## config.mk

```make
export PLATFORM = sky130hd
export DESIGN_NAME = instruction_fetch
export DESIGN_NICKNAME = d
export VERILOG_FILES = /design/src/rtl/instruction_fetch_pkg.sv /design/src/rtl/instruction_fetch_fifo.sv /design/src/rtl/instruction_fetch.sv
export SDC_FILE = /design/constraint.sdc
export NUM_CORES = 1
export LEC_CHECK = 0
export ABC_AREA = 1
export CAP_MARGIN = 40
export CORE_AREA = 8 8 110 112
export CTS_CLUSTER_SIZE = 24
export DETAILED_ROUTE_END_ITERATION = 10
export DIE_AREA = 0 0 118 120
export MAX_ROUTING_LAYER = met4
export PLACE_DENSITY = 0.93
export SLEW_MARGIN = 0
export SYNTH_ARGS = -nofsm -noshare
export SYNTH_HDL_FRONTEND = slang
export SYNTH_SLANG_ARGS = --single-unit
```

## constraint.sdc

```tcl
create_clock -name clk -period 3.2 [get_ports clk]
set_clock_uncertainty 0.2 [all_clocks]
set_input_delay 0.32 -clock clk [delete_from_list [all_inputs] [get_ports clk]]
set_output_delay 0.32 -clock clk [all_outputs]
set_load 0.1 [all_outputs]
```

## src/rtl/instruction_fetch_pkg.sv

```systemverilog
// Shared definitions for the instruction fetch slice.
//   ADDR_W / DATA_W      : instruction word-address and instruction widths
//   IF_MEM_DEPTH         : default number of instruction words
//   IF_RESET_PC          : default PC after reset / illegal redirect
//   fetch_entry_t        : {pc, instr} pair held in the fetch buffer
//   fetch_action_t       : per-cycle action chosen by the fetch control
package instruction_fetch_pkg;

    localparam int unsigned ADDR_W       = 16;
    localparam int unsigned DATA_W       = 32;
    localparam int unsigned IF_MEM_DEPTH = 256;
    localparam int unsigned IF_RESET_PC  = 0;

    typedef struct packed {
        logic [ADDR_W-1:0] pc;
        logic [DATA_W-1:0] instr;
    } fetch_entry_t;

    typedef enum logic [1:0] {
        FETCH_IDLE,
        FETCH_PUSH,
        FETCH_REDIRECT
    } fetch_action_t;

endpackage

```

## src/rtl/instruction_fetch_fifo.sv

```systemverilog
// Synchronous FIFO of fetch entries.
//   clk, rst_n   : clock, asynchronous active-low reset
//   push/entry   : write entry (accepted when not full, or full with pop)
//   pop          : remove head (ignored when empty)
//   flush        : empty the buffer; wins over push and pop
//   head         : oldest entry, head_valid when count != 0
//   count        : number of stored entries
module fetch_fifo
    import instruction_fetch_pkg::*;
#(
    parameter int unsigned DEPTH = 2
) (
    input  logic                       clk,
    input  logic                       rst_n,
    input  logic                       push,
    input  fetch_entry_t               entry,
    input  logic                       pop,
    input  logic                       flush,
    output fetch_entry_t               head,
    output logic                       head_valid,
    output logic [$clog2(DEPTH):0]     count
);

    localparam int unsigned PTR_W = $clog2(DEPTH);
    localparam int unsigned CNT_W = PTR_W + 1;

    fetch_entry_t     mem [DEPTH];
    logic [PTR_W-1:0] wr_ptr;
    logic [PTR_W-1:0] rd_ptr;
    logic             do_push;
    logic             do_pop;

    always_comb begin
        do_pop  = pop & ~flush & (count != '0);
        do_push = push & ~flush & ((count < CNT_W'(DEPTH)) | do_pop);
    end

    // Storage is reset so the head reads as zero out of reset.
    always_ff @(posedge clk or negedge rst_n) begin
        if (!rst_n) begin
            for (int unsigned i = 0; i < DEPTH; i++) begin
                mem[i] <= '0;
            end
            wr_ptr <= '0;
            rd_ptr <= '0;
            count  <= '0;
        end else if (flush) begin
            wr_ptr <= '0;
            rd_ptr <= '0;
            count  <= '0;
        end else begin
            if (do_push) begin
                mem[wr_ptr] <= entry;
                wr_ptr      <= wr_ptr + PTR_W'(1);
            end
            if (do_pop) begin
                rd_ptr <= rd_ptr + PTR_W'(1);
            end
            case ({do_push, do_pop})
                2'b10:   count <= count + CNT_W'(1);
                2'b01:   count <= count - CNT_W'(1);
                default: count <= count;
            endcase
        end
    end

    assign head       = mem[rd_ptr];
    assign head_valid = (count != '0);

endmodule

```

## src/rtl/instruction_fetch.sv

```systemverilog
// Instruction fetch: owns the PC, reads instruction memory and buffers
// {pc, instruction} pairs for decode via a valid/ready handshake.
//   clk, rst_n                 : clock, asynchronous active-low reset
//   inst_address / read_data   : instruction memory port (combinational read)
//   redirect_valid/redirect_pc : branch/jump target, flushes the buffer
//   halt                       : stop fetching (buffer still drains)
//   out_valid/out_instr/out_pc : buffer head toward decode, out_ready accepts
//   addr_err                   : sticky, set by an out-of-range redirect
module instruction_fetch
    import instruction_fetch_pkg::*;
#(
    parameter int unsigned MEM_DEPTH  = IF_MEM_DEPTH,
    parameter int unsigned RESET_PC   = IF_RESET_PC,
    parameter int unsigned FIFO_DEPTH = 2
) (
    input  logic              clk,
    input  logic              rst_n,
    output logic [ADDR_W-1:0] inst_address,
    input  logic [DATA_W-1:0] read_data,
    input  logic              redirect_valid,
    input  logic [ADDR_W-1:0] redirect_pc,
    input  logic              halt,
    output logic              out_valid,
    output logic [DATA_W-1:0] out_instr,
    output logic [ADDR_W-1:0] out_pc,
    input  logic              out_ready,
    output logic              addr_err
);

    localparam int unsigned       CNT_W    = $clog2(FIFO_DEPTH) + 1;
    localparam logic [ADDR_W-1:0] PC_LAST  = ADDR_W'(MEM_DEPTH - 1);
    localparam logic [ADDR_W-1:0] PC_RESET = ADDR_W'(RESET_PC);
    localparam logic [ADDR_W:0]   PC_LIMIT = (ADDR_W + 1)'(MEM_DEPTH);

    logic [ADDR_W-1:0] pc;
    logic [CNT_W-1:0]  count;
    logic              pop;
    logic              space;
    fetch_action_t     action;
    fetch_entry_t      push_entry;
    fetch_entry_t      head;

    // Redirect outranks fetching; a full buffer still accepts a push when
    // the head leaves in the same cycle.
    always_comb begin
        pop    = out_valid & out_ready;
        space  = (count < CNT_W'(FIFO_DEPTH)) | pop;
        action = FETCH_IDLE;
        if (redirect_valid) begin
            action = FETCH_REDIRECT;
        end else if (!halt && space) begin
            action = FETCH_PUSH;
        end
    end

    always_ff @(posedge clk or negedge rst_n) begin
        if (!rst_n) begin
            pc       <= PC_RESET;
            addr_err <= 1'b0;
        end else begin
            case (action)
                FETCH_REDIRECT: begin
                    if ({1'b0, redirect_pc} < PC_LIMIT) begin
                        pc <= redirect_pc;
                    end else begin
                        pc       <= PC_RESET;
                        addr_err <= 1'b1;
                    end
                end
                FETCH_PUSH: begin
                    pc <= (pc == PC_LAST) ? '0 : pc + ADDR_W'(1);
                end
                default: begin
                    pc <= pc;
                end
            endcase
        end
    end

    assign inst_address = pc;

    always_comb begin
        push_entry       = '0;
        push_entry.pc    = pc;
        push_entry.instr = read_data;
    end

    fetch_fifo #(
        .DEPTH (FIFO_DEPTH)
    ) u_fifo (
        .clk        (clk),
        .rst_n      (rst_n),
        .push       (action == FETCH_PUSH),
        .entry      (push_entry),
        .pop        (pop),
        .flush      (action == FETCH_REDIRECT),
        .head       (head),
        .head_valid (out_valid),
        .count      (count)
    );

    assign out_instr = head.instr;
    assign out_pc    = head.pc;

endmodule

```

# Yosys cells after proc, flatten, opt, wreduce, memory -nomap -nowiden
# Cells that the tools add are included.
# classes
add_sub_neg	5
multipliers	0
n_div	0
n_lt_le_gt_ge	5
n_eq_ne	5
n_shift	0
muxes	17
n_bitwise	11
n_reduce_logical	10
# op_table
op	count
two-way mux 48 bit	4
bitwise mux 96 bit	1
demux 48 bit (select 1 bit)	1
two-way mux 16 bit	2
case mux 16 bit (2 select lines)	1
adder 16 x 1 -> 16 bit, second input constant	1
== test 16 x 8 -> 1 bit, second input constant	1
less-than comparator 16 x 9 -> 1 bit, second input constant	1
nonzero test 2 bit	4
bitwise AND 1 bit	5
two-way mux 1 bit	5
== test 2 x 1 -> 1 bit, second input constant	2
== test 2 bit, second input constant	2
greater-or-equal comparator 2 bit, second input constant	2
two-way mux 2 bit	2
NOT 1 -> 2 bit	2
case mux 2 bit (2 select lines)	1
AND reduction 2 bit	2
nonzero test 3 bit	1
adder 1 bit, second input constant	2
adder 2 x 1 -> 2 bit, second input constant	1
logical AND 1 bit	2
less-than comparator 2 x 1 -> 1 bit, second input constant	1
less-than comparator 2 bit, second input constant	1
other kinds (4)	6
# totals
register_bits	117
latchBits	0
ram_bits	0
romBits	0
out_inout_bits	66
memories	0

# Logic depth before layout (Yosys ltp)
# logic_depth
word_depth	15
mapped_depth	10

# Hierarchy
# Synthesis repeated with hierarchy kept, for this count alone.
# unflattened
hier_cells	729
area_unflattened_um2	5780.5
# by_module_without_submodules
mod	n_inst	cells_each	area_each_um2	seq_area_each_um2
fetch_fifo	1	559	4599.4	2502.4
instruction_fetch	1	170	1181.1	425.4

# Least setup slack after synthesis
# OpenSTA, ideal clock, no wires.
# synth_path
kind	flip-flop to flip-flop
from	register pc[1], in the netlist inst_address[1]
to	register pc[0], in the netlist inst_address[0]
t_arrival_ns	2.076
setup_slack_ns	0.804
stages_incl_launch_ff	10
path_buffers	0
synth_period_minus_slack_ns	2.396
cell_sequence	dfrtp_1 > ha_1 > nand2_1 > nor2_1 > and2_2 > nand2_2 > nand3_1 > nand2_1 > nand2_1 > nand2_1
# synth_between
elab_chain_len	3
# synth_lines
item	line	source
start: declaration	instruction_fetch.sv:35	logic [ADDR_W-1:0] pc;
start signal: assignment	instruction_fetch.sv:64	pc <= redirect_pc;
start signal: assignment	instruction_fetch.sv:71	pc <= (pc == PC_LAST) ? '0 : pc + ADDR_W'(1);
start signal: assignment	instruction_fetch.sv:74	pc <= pc;
== test 16 x 8 -> 1 bit	instruction_fetch.sv:71	
two-way mux 16 bit	instruction_fetch.sv:71	
case mux 16 bit (2 select lines)	instruction_fetch.sv:61	case (action)
# No other way between the ends.
# A chain may end at the register's enable or synchronous reset.

# Final worst setup path
# layout_path
from	register u_fifo.rd_ptr
to	output port out_pc[8]
# layout_between
elab_chain_len	4
# layout_lines
item	line	source
start: declaration	instruction_fetch_fifo.sv:29	logic [PTR_W-1:0] rd_ptr;
start signal: assignment	instruction_fetch_fifo.sv:57	rd_ptr <= rd_ptr + PTR_W'(1);
NOT 1 -> 2 bit (implied by the code)	instruction_fetch_fifo.sv:67	assign head = mem[rd_ptr];
two-way mux 48 bit (implied by the code) (3 in a row)	instruction_fetch_fifo.sv:67	
end: declaration	instruction_fetch.sv:25	output logic [ADDR_W-1:0] out_pc,
# No other way between the ends. The select of a mux whose other input is x is not followed.

==> flow_metrics.env <==
export IMPL_io_pins=119
export IMPL_post_cts_resized=0
export IMPL_hold_class="in2reg"
export IMPL_ir_worst_vdd_mv=0.441
export IMPL_numCtsBuffers=17
export IMPL_setup_ws_ps=528
export IMPL_port_buffers=118
export IMPL_r2r_start="u_fifo.count[1]"
export IMPL_final_cell_mix="nand2_1 (304), dfrtp_1 (116), o21ai_1 (70), inv_1 (60), clkdlybuf4s50_1 (51)"
export IMPL_nets=879
export IMPL_setup_viol=0
export IMPL_relSlewSlack=0.396
export IMPL_die_area_um2=14200
export IMPL_grt_ovfl_total=0
export IMPL_status="finished clean"
export IMPL_synth_seq_cells=117
export IMPL_worstPathCellList="inv_2 > buf_4 > nand2_1 > nand2_1 > buf_12"
export IMPL_power_density_nw_per_um2=769
export IMPL_syn_instance_count=711
export IMPL_antenna_cells=0
export IMPL_grt_pass1_vias=5247
export IMPL_crit_buf_inv=3
export IMPL_r2r_slack_ps=1050
export IMPL_slowest_delay_ps=430
export IMPL_netlist_area_um2=5520
export IMPL_fmax_mhz=374
export IMPL_place_gp_congestion=0.920
export IMPL_vias_per_cell=5.33
export IMPL_syn2layout_area_growth_pct=41.7
export IMPL_synthesis_nets=766
export IMPL_grt_use_total=0.221
export IMPL_worst_slew_pin_slew_ps=907
export IMPL_critPathMaxFanout=30
export IMPL_critPathMostFrequentCell="nand2_1"
export IMPL_ys_warn_count=0
export IMPL_finalHoldViolCount=0
export IMPL_clock_root_buffer="clkbuf_8"
export IMPL_final_cells=977
export IMPL_cts_buffer_depth=2
export IMPL_dr_pass1_iters=6
export IMPL_worstPathRequired_ps=2680
export IMPL_drive_gt1_frac=0.137
export IMPL_clkTransAtPathRegs_ps=60
export IMPL_max_cap_violations=0
export IMPL_dp_cells=944
export IMPL_start_util=0.525
export IMPL_start_kind="register"
export IMPL_grt_max_degree=98
export IMPL_postCtsSetupBuffers=0
export IMPL_drt_wirelength_per_cell_um=15.1
export IMPL_fp_row_count=38
export IMPL_crit_path_end="out_pc[8]"
export IMPL_antenna_found_initial=0
export IMPL_ant_nets=0
export IMPL_ys_seq_area_frac=0.530
export IMPL_core_um2=10500
export IMPL_vias=5203
export IMPL_ctsHoldBuffers=1
export IMPL_drtIter0Drc=531
export IMPL_post_place_ws_ps=609
export IMPL_r2r_cells=6
export IMPL_clock_latency_ps=510
export IMPL_die_h_um=120
export IMPL_p_leak_uw=0.00389
export IMPL_synth_avg_cell_area_um2=7.76
export IMPL_setup_tns_ps=0
export IMPL_layout_commonest_cell="nand2_1"
export IMPL_clock_sinks=117
export IMPL_cts_tree="built"
export IMPL_grt_pass1_wl_um=24900
export IMPL_dp_hpwl_um=9740
export IMPL_drc=0
export IMPL_worst_path_stages=5
export IMPL_slowest_stage="dfrtp_2"
export IMPL_critical_path_class="reg2out"
export IMPL_h_tree_depth=4
export IMPL_wirelength_um=14800
export IMPL_critPathTopFamily="buffers and inverters"
export IMPL_fin_crit_sh=0.835
export IMPL_crit_path_start="u_fifo.rd_ptr"
export IMPL_synth_distinct_cells=28
export IMPL_finalCriticalPeriod_ps=2670
export IMPL_rsz0062_at_grt="false"
export IMPL_r2r_end="u_fifo.mem[37]"
export IMPL_worstPathArrival_ps=2150
export IMPL_slew_viol_final=0
export IMPL_critPathCaptureType="output pin"
export IMPL_dieWidth_um=118
## cells in the mapped netlist
cell / number / area share
buf_1: 2 / 0.0014
nand2_4: 2 / 0.0041
clkbuf_1: 13 / 0.0088
buf_2: 7 / 0.0063
nor2_2: 1 / 0.0011
nand3_1: 29 / 0.026
inv_1: 60 / 0.041
dfrtp_1: 117 / 0.53
a21oi_1: 3 / 0.0027
nand2_1: 304 / 0.21
nor3_1: 3 / 0.0027
inv_2: 2 / 0.0014
o21ai_0: 36 / 0.033
clkbuf_2: 1 / 0.00091
buf_6: 9 / 0.018
and2_2: 1 / 0.0014
nand2_2: 2 / 0.0023
o21ai_1: 70 / 0.063
o21bai_1: 1 / 0.0014
nand3_4: 1 / 0.0032
o2bb2ai_1: 1 / 0.0016
nand4_1: 6 / 0.0068
inv_4: 1 / 0.0011
xnor2_1: 1 / 0.0016
a31oi_1: 2 / 0.0023
ha_1: 2 / 0.0045
nor2_1: 31 / 0.021
xor2_1: 3 / 0.0048
## worst min path at each step
stage | slack [ps] | cells after the start | from | endpoint
final | 180 | 3 | read_data[15] | u_fifo.mem[15]
after global routing | 180 | 3 | read_data[12] | u_fifo.mem[60]
after CTS | 160 | 3 | read_data[5] | u_fifo.mem[5]
after detailed placement | 230 | 1 | rst_n | u_fifo.mem[81]
after global placement | 220 | 1 | rst_n | u_fifo.mem[33]
after floorplan | -180 | 0 | rst_n | addr_err
## registers in the layout, indices dropped and copies added (netlist names)
register / count
u_fifo.wr_ptr: 1
u_fifo.mem: 96
u_fifo.rd_ptr: 1
addr_err: 1
u_fifo.count: 2
inst_address: 16
## per-stage QoR
stage	hold WS (ps)	cell area (um^2)	util	total power (uW)
final	180	7820	0.745	6020
after global routing	178	7820	0.745	6260
after CTS	165	7820	0.745	6050
after detailed placement	226	7190	0.684	4060
after global placement	215	7190	0.684	4000
after floorplan	-176	5520	-	3290
## worst min-delay path, stage by stage
cell and delay [ps]:
clkdlybuf4s50_1 400, inv_1 70, o21ai_1 60
## final cells by class
cell class / instances / area, um^2
repair buffers: 126 / 1700
inverters: 63 / 239
multi-input cells: 499 / 2160
fillers: 699 / 2680
well taps: 140 / 175
flip-flops and latches: 117 / 2930
clock buffers: 21 / 449
clock inverters: 11 / 174
## logic make-up (layout without fill, tap and decap cells)
family,Yosys count,count (layout),share of synthesized area
and+or+nand+nor,380,380,0.276
DFF,117,117,0.530
AOI/OAI and AO/OA,113,113,0.104
buffers and inverters,95,221,0.0791
xor gates and xnor gates,4,4,0.00635
adders and majority gates,2,2,0.00453
## power by group
part | leakage [uW] | internal [uW] | switching, uW
logic | 0.00208 | 706 | 1450
clock network | 0.000295 | 1310 | 670
registers | 0.00152 | 1730 | 151
total | 0.00389 | 3750 | 2270
## routing by layer
layer / track usage / routed length (um) / share of wire
met5: - / 0 / 0
met2: 0.363 / 7450 / 0.50
met4: 0.0745 / 295 / 0.020
met1: 0.259 / 6000 / 0.41
met3: 0.0625 / 1040 / 0.070
(Power assumes the default switching activity.)
